File: src/rtl/disp_pkg.sv
// Shared constants and state encoding for the display scheduler; no logic, no latency.
package disp_pkg;

  localparam int N_SRC            = 4;
  localparam int DWELL_CYCLES_DEF = 50_000_000;
  localparam int LAMP_CYCLES_DEF  = 25_000_000;

  typedef enum logic [1:0] {
    ST_LAMP   = 2'd0,
    ST_IDLE   = 2'd1,
    ST_SHOW   = 2'd2,
    ST_MANUAL = 2'd3
  } state_e;

  function automatic logic [3:0] onehot4(input logic [1:0] i);
    return 4'b0001 << i;
  endfunction

endpackage

File: src/rtl/rr_pick4.sv
// Combinational round-robin pick among 4 requesters, searching upward from start with wrap.
// Zero latency; no flow control, found=0 when no bit of req is set.
module rr_pick4 (
  input  logic [3:0] req,
  input  logic [1:0] start,
  output logic       found,
  output logic [1:0] idx
);

  // Walk the search order backwards so the nearest requester to start wins.
  always_comb begin
    found = 1'b0;
    idx   = start;
    for (int k = 3; k >= 0; k--) begin
      if (req[start + 2'(k)]) begin
        found = 1'b1;
        idx   = start + 2'(k);
      end
    end
  end

endmodule

File: src/rtl/display_scheduler.sv
// Time-shares the 32-bit display word among 4 sources: lamp test, round-robin dwell, manual, freeze.
// All outputs registered (1-cycle latency); freeze stalls the dwell counter and the shown word.
module display_scheduler
  import disp_pkg::*;
#(
  parameter int DWELL_CYCLES = DWELL_CYCLES_DEF,
  parameter int LAMP_CYCLES  = LAMP_CYCLES_DEF,
  parameter int CW           = 26
) (
  input  logic                  clk,
  input  logic                  rst_n,
  input  logic [N_SRC-1:0]      req,
  input  logic [32*N_SRC-1:0]   src_data,
  input  logic                  manual_en,
  input  logic [1:0]            manual_sel,
  input  logic                  freeze,
  input  logic                  lamp_req,
  output logic [31:0]           disp_data,
  output logic                  disp_all0,
  output logic [1:0]            src_sel,
  output logic [N_SRC-1:0]      grant,
  output logic                  busy
);

  localparam logic [CW-1:0] LAMP_LAST  = CW'(LAMP_CYCLES - 1);
  localparam logic [CW-1:0] DWELL_LAST = CW'(DWELL_CYCLES - 1);

  state_e      st_q, st_d;
  logic [CW-1:0] cnt_q, cnt_d;
  logic [1:0]  sel_q, sel_d;
  logic [31:0] data_q, data_d;
  logic        all0_q, all0_d;
  logic [3:0]  grant_q, grant_d;
  logic        busy_q, busy_d;

  logic        rr_found;
  logic [1:0]  rr_idx;
  logic [31:0] cur_word;

  assign cur_word = src_data[32*sel_q +: 32];

  rr_pick4 u_rr (
    .req   (req),
    .start (sel_q + 2'd1),
    .found (rr_found),
    .idx   (rr_idx)
  );

  always_comb begin
    st_d    = st_q;
    cnt_d   = cnt_q;
    sel_d   = sel_q;
    data_d  = data_q;
    all0_d  = all0_q;
    grant_d = 4'b0000;

    if (lamp_req) begin
      st_d   = ST_LAMP;
      cnt_d  = '0;
      all0_d = 1'b1;
      data_d = '0;
    end else begin
      case (st_q)
        ST_LAMP: begin
          data_d = '0;
          all0_d = 1'b1;
          if (cnt_q == LAMP_LAST) begin
            cnt_d  = '0;
            all0_d = 1'b0;
            if (manual_en) begin
              st_d  = ST_MANUAL;
              sel_d = manual_sel;
            end else if (rr_found) begin
              st_d    = ST_SHOW;
              sel_d   = rr_idx;
              grant_d = onehot4(rr_idx);
            end else begin
              st_d = ST_IDLE;
            end
          end else begin
            cnt_d = cnt_q + CW'(1);
          end
        end

        ST_IDLE: begin
          if (manual_en) begin
            st_d  = ST_MANUAL;
            sel_d = manual_sel;
            cnt_d = '0;
          end else if (!freeze && rr_found) begin
            st_d    = ST_SHOW;
            sel_d   = rr_idx;
            grant_d = onehot4(rr_idx);
            cnt_d   = '0;
          end
        end

        ST_SHOW: begin
          if (!freeze) data_d = cur_word;
          if (manual_en) begin
            st_d  = ST_MANUAL;
            sel_d = manual_sel;
            cnt_d = '0;
          end else if (!freeze) begin
            if (cnt_q == DWELL_LAST) begin
              cnt_d = '0;
              // The search wraps back to the current source last, so idx==sel means "stay".
              if (!rr_found) begin
                st_d = ST_IDLE;
              end else if (rr_idx != sel_q) begin
                sel_d   = rr_idx;
                grant_d = onehot4(rr_idx);
              end
            end else begin
              cnt_d = cnt_q + CW'(1);
            end
          end
        end

        ST_MANUAL: begin
          if (!freeze) data_d = cur_word;
          cnt_d = '0;
          if (manual_en) begin
            sel_d = manual_sel;
          end else begin
            st_d    = ST_SHOW;
            grant_d = onehot4(sel_q);
          end
        end

        default: ;
      endcase
    end

    busy_d = (st_d != ST_IDLE);
  end

  always_ff @(posedge clk or negedge rst_n) begin
    if (!rst_n) begin
      st_q    <= ST_LAMP;
      cnt_q   <= '0;
      sel_q   <= 2'd0;
      data_q  <= '0;
      all0_q  <= 1'b1;
      grant_q <= 4'b0000;
      busy_q  <= 1'b1;
    end else begin
      st_q    <= st_d;
      cnt_q   <= cnt_d;
      sel_q   <= sel_d;
      data_q  <= data_d;
      all0_q  <= all0_d;
      grant_q <= grant_d;
      busy_q  <= busy_d;
    end
  end

  assign disp_data = data_q;
  assign disp_all0 = all0_q;
  assign src_sel   = sel_q;
  assign grant     = grant_q;
  assign busy      = busy_q;

endmodule
File: config.mk
export PLATFORM = sky130hd
export DESIGN_NAME = display_scheduler
export DESIGN_NICKNAME = d
export VERILOG_FILES = /design/src/rtl/disp_pkg.sv /design/src/rtl/rr_pick4.sv /design/src/rtl/display_scheduler.sv
export SDC_FILE = /design/constraint.sdc
export NUM_CORES = 1
export LEC_CHECK = 0
export BUFFER_PORTS_ARGS = -buffer_cell sky130_fd_sc_hd__buf_2
export CORE_UTILIZATION = 45
export CTS_BUF_LIST = sky130_fd_sc_hd__clkbuf_8
export DETAILED_ROUTE_END_ITERATION = 8
export GPL_ROUTABILITY_DRIVEN = 0
export PLACE_DENSITY = 0.79
export SYNTH_ARGS = -nofsm -noshare
export SYNTH_HDL_FRONTEND = slang
export SYNTH_SLANG_ARGS = --single-unit
File: constraint.sdc
create_clock -name clk -period 2.8 [get_ports clk]
set_input_delay 0.28 -clock clk [delete_from_list [all_inputs] [get_ports clk]]
set_output_delay 0.28 -clock clk [all_outputs]
set_load 0.05 [all_outputs]
==> summary.md <==
| Metric | Value |
|---|---|
| Buffers and inverters on the worst path | 0 |
| CP peak stage delay | 0.89 ns |
| Final setup vio count | 0 |
| Setup TNS | 0 ns |
| CTS tree | done |
| Sink Count | 68 |
| Via count | 4041 |
| Final Skew | 0.0122 ns |
| Fin crit period | 2.52 ns |
| GRT Total Usage | 0.261 |
| Share of cells above drive strength 1 | 0.466 |
| First-pass GRT wire length | 19900 µm |
| Slew HR | 0.314 |
| Area grow syn2layout | 31.2% |
| Most common library cell in the layout ignoring fill and taps | buf_2 |
| Clk_lat worst skew | 0.35 ns |
| Critical Path AT | 2.78 ns |
| Storage cell area | 1710 µm² |
| Num CTS Buffers | 9 |
| Std-Cell Core Area | 8850 µm² |
| Peak supply drop | 0.482 mV |
| WL met3 | 825 µm |
| Critical Path Sink Type | register |
| Ys async rst share | 1.00 |
| Nets@finish | 697 |
| Wire per inst | 18.3 µm |
| Total grt overflow | 0 |
| Row Count | 34 |
| Drt first pass iters | 7 |
| CTS HTree Levels | 3 |
| Inst Count DP | 649 |
| Pwr/cell area | 551 nW/µm² |
| Synth area leader | dfrtp_1 |
| Final wirelength | 12200 µm |
| Fin. Hold Viols | 0 |
| Met2 WL post-DR | 6300 µm |
| Final HPWL DP | 9170 µm |
| Synth top area cells | dfrtp_1 39%, mux4_2 17%, a22o_1 7.7% |
| CTS root buffer | clkbuf_8 |
| Area of the multi-input gates | 2360 µm² |
| Die Y | 98.4 µm |
| Hold Path Class | in -> reg |
| Yosys warnings | 0 |
| Worst Setup Start Kind | register |
| Top Metal Used | met4 |
| CP max-delay cell | a211oi_2 |
| Cells after Synth | 376 |
| CP Class | reg -> reg |
| Top-Level Pins | 179 |
| Bufs on Longest Clock Path | 2 |
| Vias/cell | 6.07 |
| Initial antenna violation count | 0 |
| Synth top area share | 0.395 |
| Post-synth cell types | 58 |
| Final non-filler cell total | 666 |
| Worst Tran Pin Value | 1.03 ns |
| Pin count of the biggest net entering global routing | 69 |
| Max-cap check violation count | 0 |
| Total chip power | 0.00303 W |
| Worst-path clk slew | 0.08 ns |
| Critical path peak fanout | 15 |
| Vias in the first global route | 4024 |
| Commonest cells after routing, fill and taps aside | 178 x buf_2, 64 x dfrtp_1, 37 x a22o_1, 32 x mux4_2, 23 x nor2_1 |
| Final Max Tran Viols | 0 |
| Outcome | completed |
| I/O Buffers | 178 |
| Cell leakage power | 2.66 nW |
| Synth Flop Type | dfrtp_1 |
| Ant. Diodes | 0 |
| Sequential area share after synthesis | 0.407 |
| Synth Net Count | 520 |
| Tcrit/Tclk final | 0.901 |
| Post-route ant nets | 0 |
| Chip Width | 98.4 µm |
| Die ar. | 9680 µm² |
| Mapped Area | 4180 µm² |
| Worst setup slack after layout | 0.278 ns |
| EDFF count, synth | 0 |
| Unrepaired setup endpoints after global routing | false |
| # fillers | 727 |
| Setup WS pre-CTS | 0.259 ns |
| Highest clock rate | 0.397 GHz |
| FF+latch count, synth | 68 |
| Drc violations | 0 |
| Initial DRC count | 288 |
| Initial Util | 0.473 |
| Crit path cell chain | ha_1 -> and3_1 -> nand4_1 -> o21bai_1 -> a211oi_2 -> a41oi_1 -> a31oi_1 |
| CP required | 3.06 ns |
| Synthesized area per cell | 11.1 µm² |
| M1 WL | 4880 µm |
| Top delay family on crit path | compound AO/OA/AOI/OAI gates |
-- final timing paths --
kind                                             from                      to  slack, ns  depth (start not counted)
min in group asynchronous                       rst_n    cnt_q[4]$_DFFE_PN0P_       0.48                          3
worst max register to register   cnt_q[0]$_DFFE_PN0P_   cnt_q[14]$_DFFE_PN0P_       0.28                          7
worst min-delay path                    manual_sel[0]  src_sel[0]$_DFFE_PN0P_       0.28                          4
worst max-delay path             cnt_q[0]$_DFFE_PN0P_   cnt_q[14]$_DFFE_PN0P_       0.28                          7
worst min register to register  disp_all0$_DFFE_PN1P_   disp_all0$_DFFE_PN1P_       0.48                          2
max in group asynchronous                       rst_n          busy$_DFF_PN1_       2.01                          3
-- timing repair --
item | 4_1_cts | 5_1_grt
hold endpoints to repair | 66 | 0
endpoints found under the setup margin | 0 | 5
gates resized for setup | 0 | 1
buffers inserted | 0 | 0
hold buffers | 1 | 0
-- cells by family (layout without fill, tap and decap cells) --
| kind of cell | Yosys count | count (layout) | share of synthesized area |
|---|---|---|---|
| and+or+nand+nor | 122 | 122 | 0.164 |
| AOI/OAI and AO/OA | 104 | 104 | 0.182 |
| DFF | 68 | 68 | 0.407 |
| muxes | 39 | 39 | 0.189 |
| buffers and inverters | 33 | 215 | 0.0323 |
| adders and majority gates | 5 | 5 | 0.0150 |
| xor gates and xnor gates | 5 | 5 | 0.0105 |
-- metrics by stage --
stage,utilization,hold WS (ns),cell area (µm²)
floorplan,-,-0.0156,4190
detailed placement,0.591,0.329,5230
CTS,0.620,0.266,5490
global route,0.620,0.298,5490
finish,0.620,0.276,5490
global placement,0.591,0.329,5230
-- area by class of cell --
cell class                      count  share of cell area
Inverter                            8             0.00547
Clock inverter                      6              0.0203
Multi-Input combinational cell    275               0.431
Timing Repair Buffer              191               0.183
Clock buffer                       10              0.0251
Tap cell                          108              0.0246
Sequential cell                    68               0.311
-- per-layer routing --
layer  global-route usage  up-vias
met1                0.343     1985
met5                    0        -
li1                     -     1844
met3               0.0567       16
met2                0.443      196
met4               0.0712        0
-- cell usage after synthesis (all sizes together) (2+ instances only) --
cell     instances
a21o             5
a21oi           19
a22o            37
a31oi            6
a32o             4
a41oi            3
and3             6
and4             2
buf              9
clkbuf          16
dfrtp           66
dfstp            2
ha               5
inv              8
mux2i            7
mux4            32
nand2           20
nand2b           2
nand3           17
nand3b           4
nand4            7
nand4bb          2
nor2            25
nor2b            3
nor3            11
nor3b            2
nor4             7
o21ai           14
o22ai            2
o31ai            3
or3              2
or4              6
xnor2            4
-- worst reg2reg max path: cells and delay by family (launching register included) --
| kind | cells | cell delay, ns |
|---|---|---|
| AOI/OAI and AO/OA | 4 | 1.43 |
| DFF | 1 | 0.42 |
| and+or+nand+nor | 2 | 0.33 |
| adders and majority gates | 1 | 0.27 |
-- state kept, by name (all words and copies together), names as in the netlist --
name and cells:
disp_data 32, st_q 2, cnt_q 26, disp_all0 1
busy 1, src_sel 2, grant 4
-- where the power goes --
group | total, W | internal (W) | switching [W]
logic | 0.000977 | 0.000509 | 0.000467
registers | 0.00104 | 0.00100 | 0.0000394
clock network | 0.00101 | 0.000616 | 0.000390
total | 0.00303 | 0.00213 | 0.000897
Power figures use the tool's default switching activity.
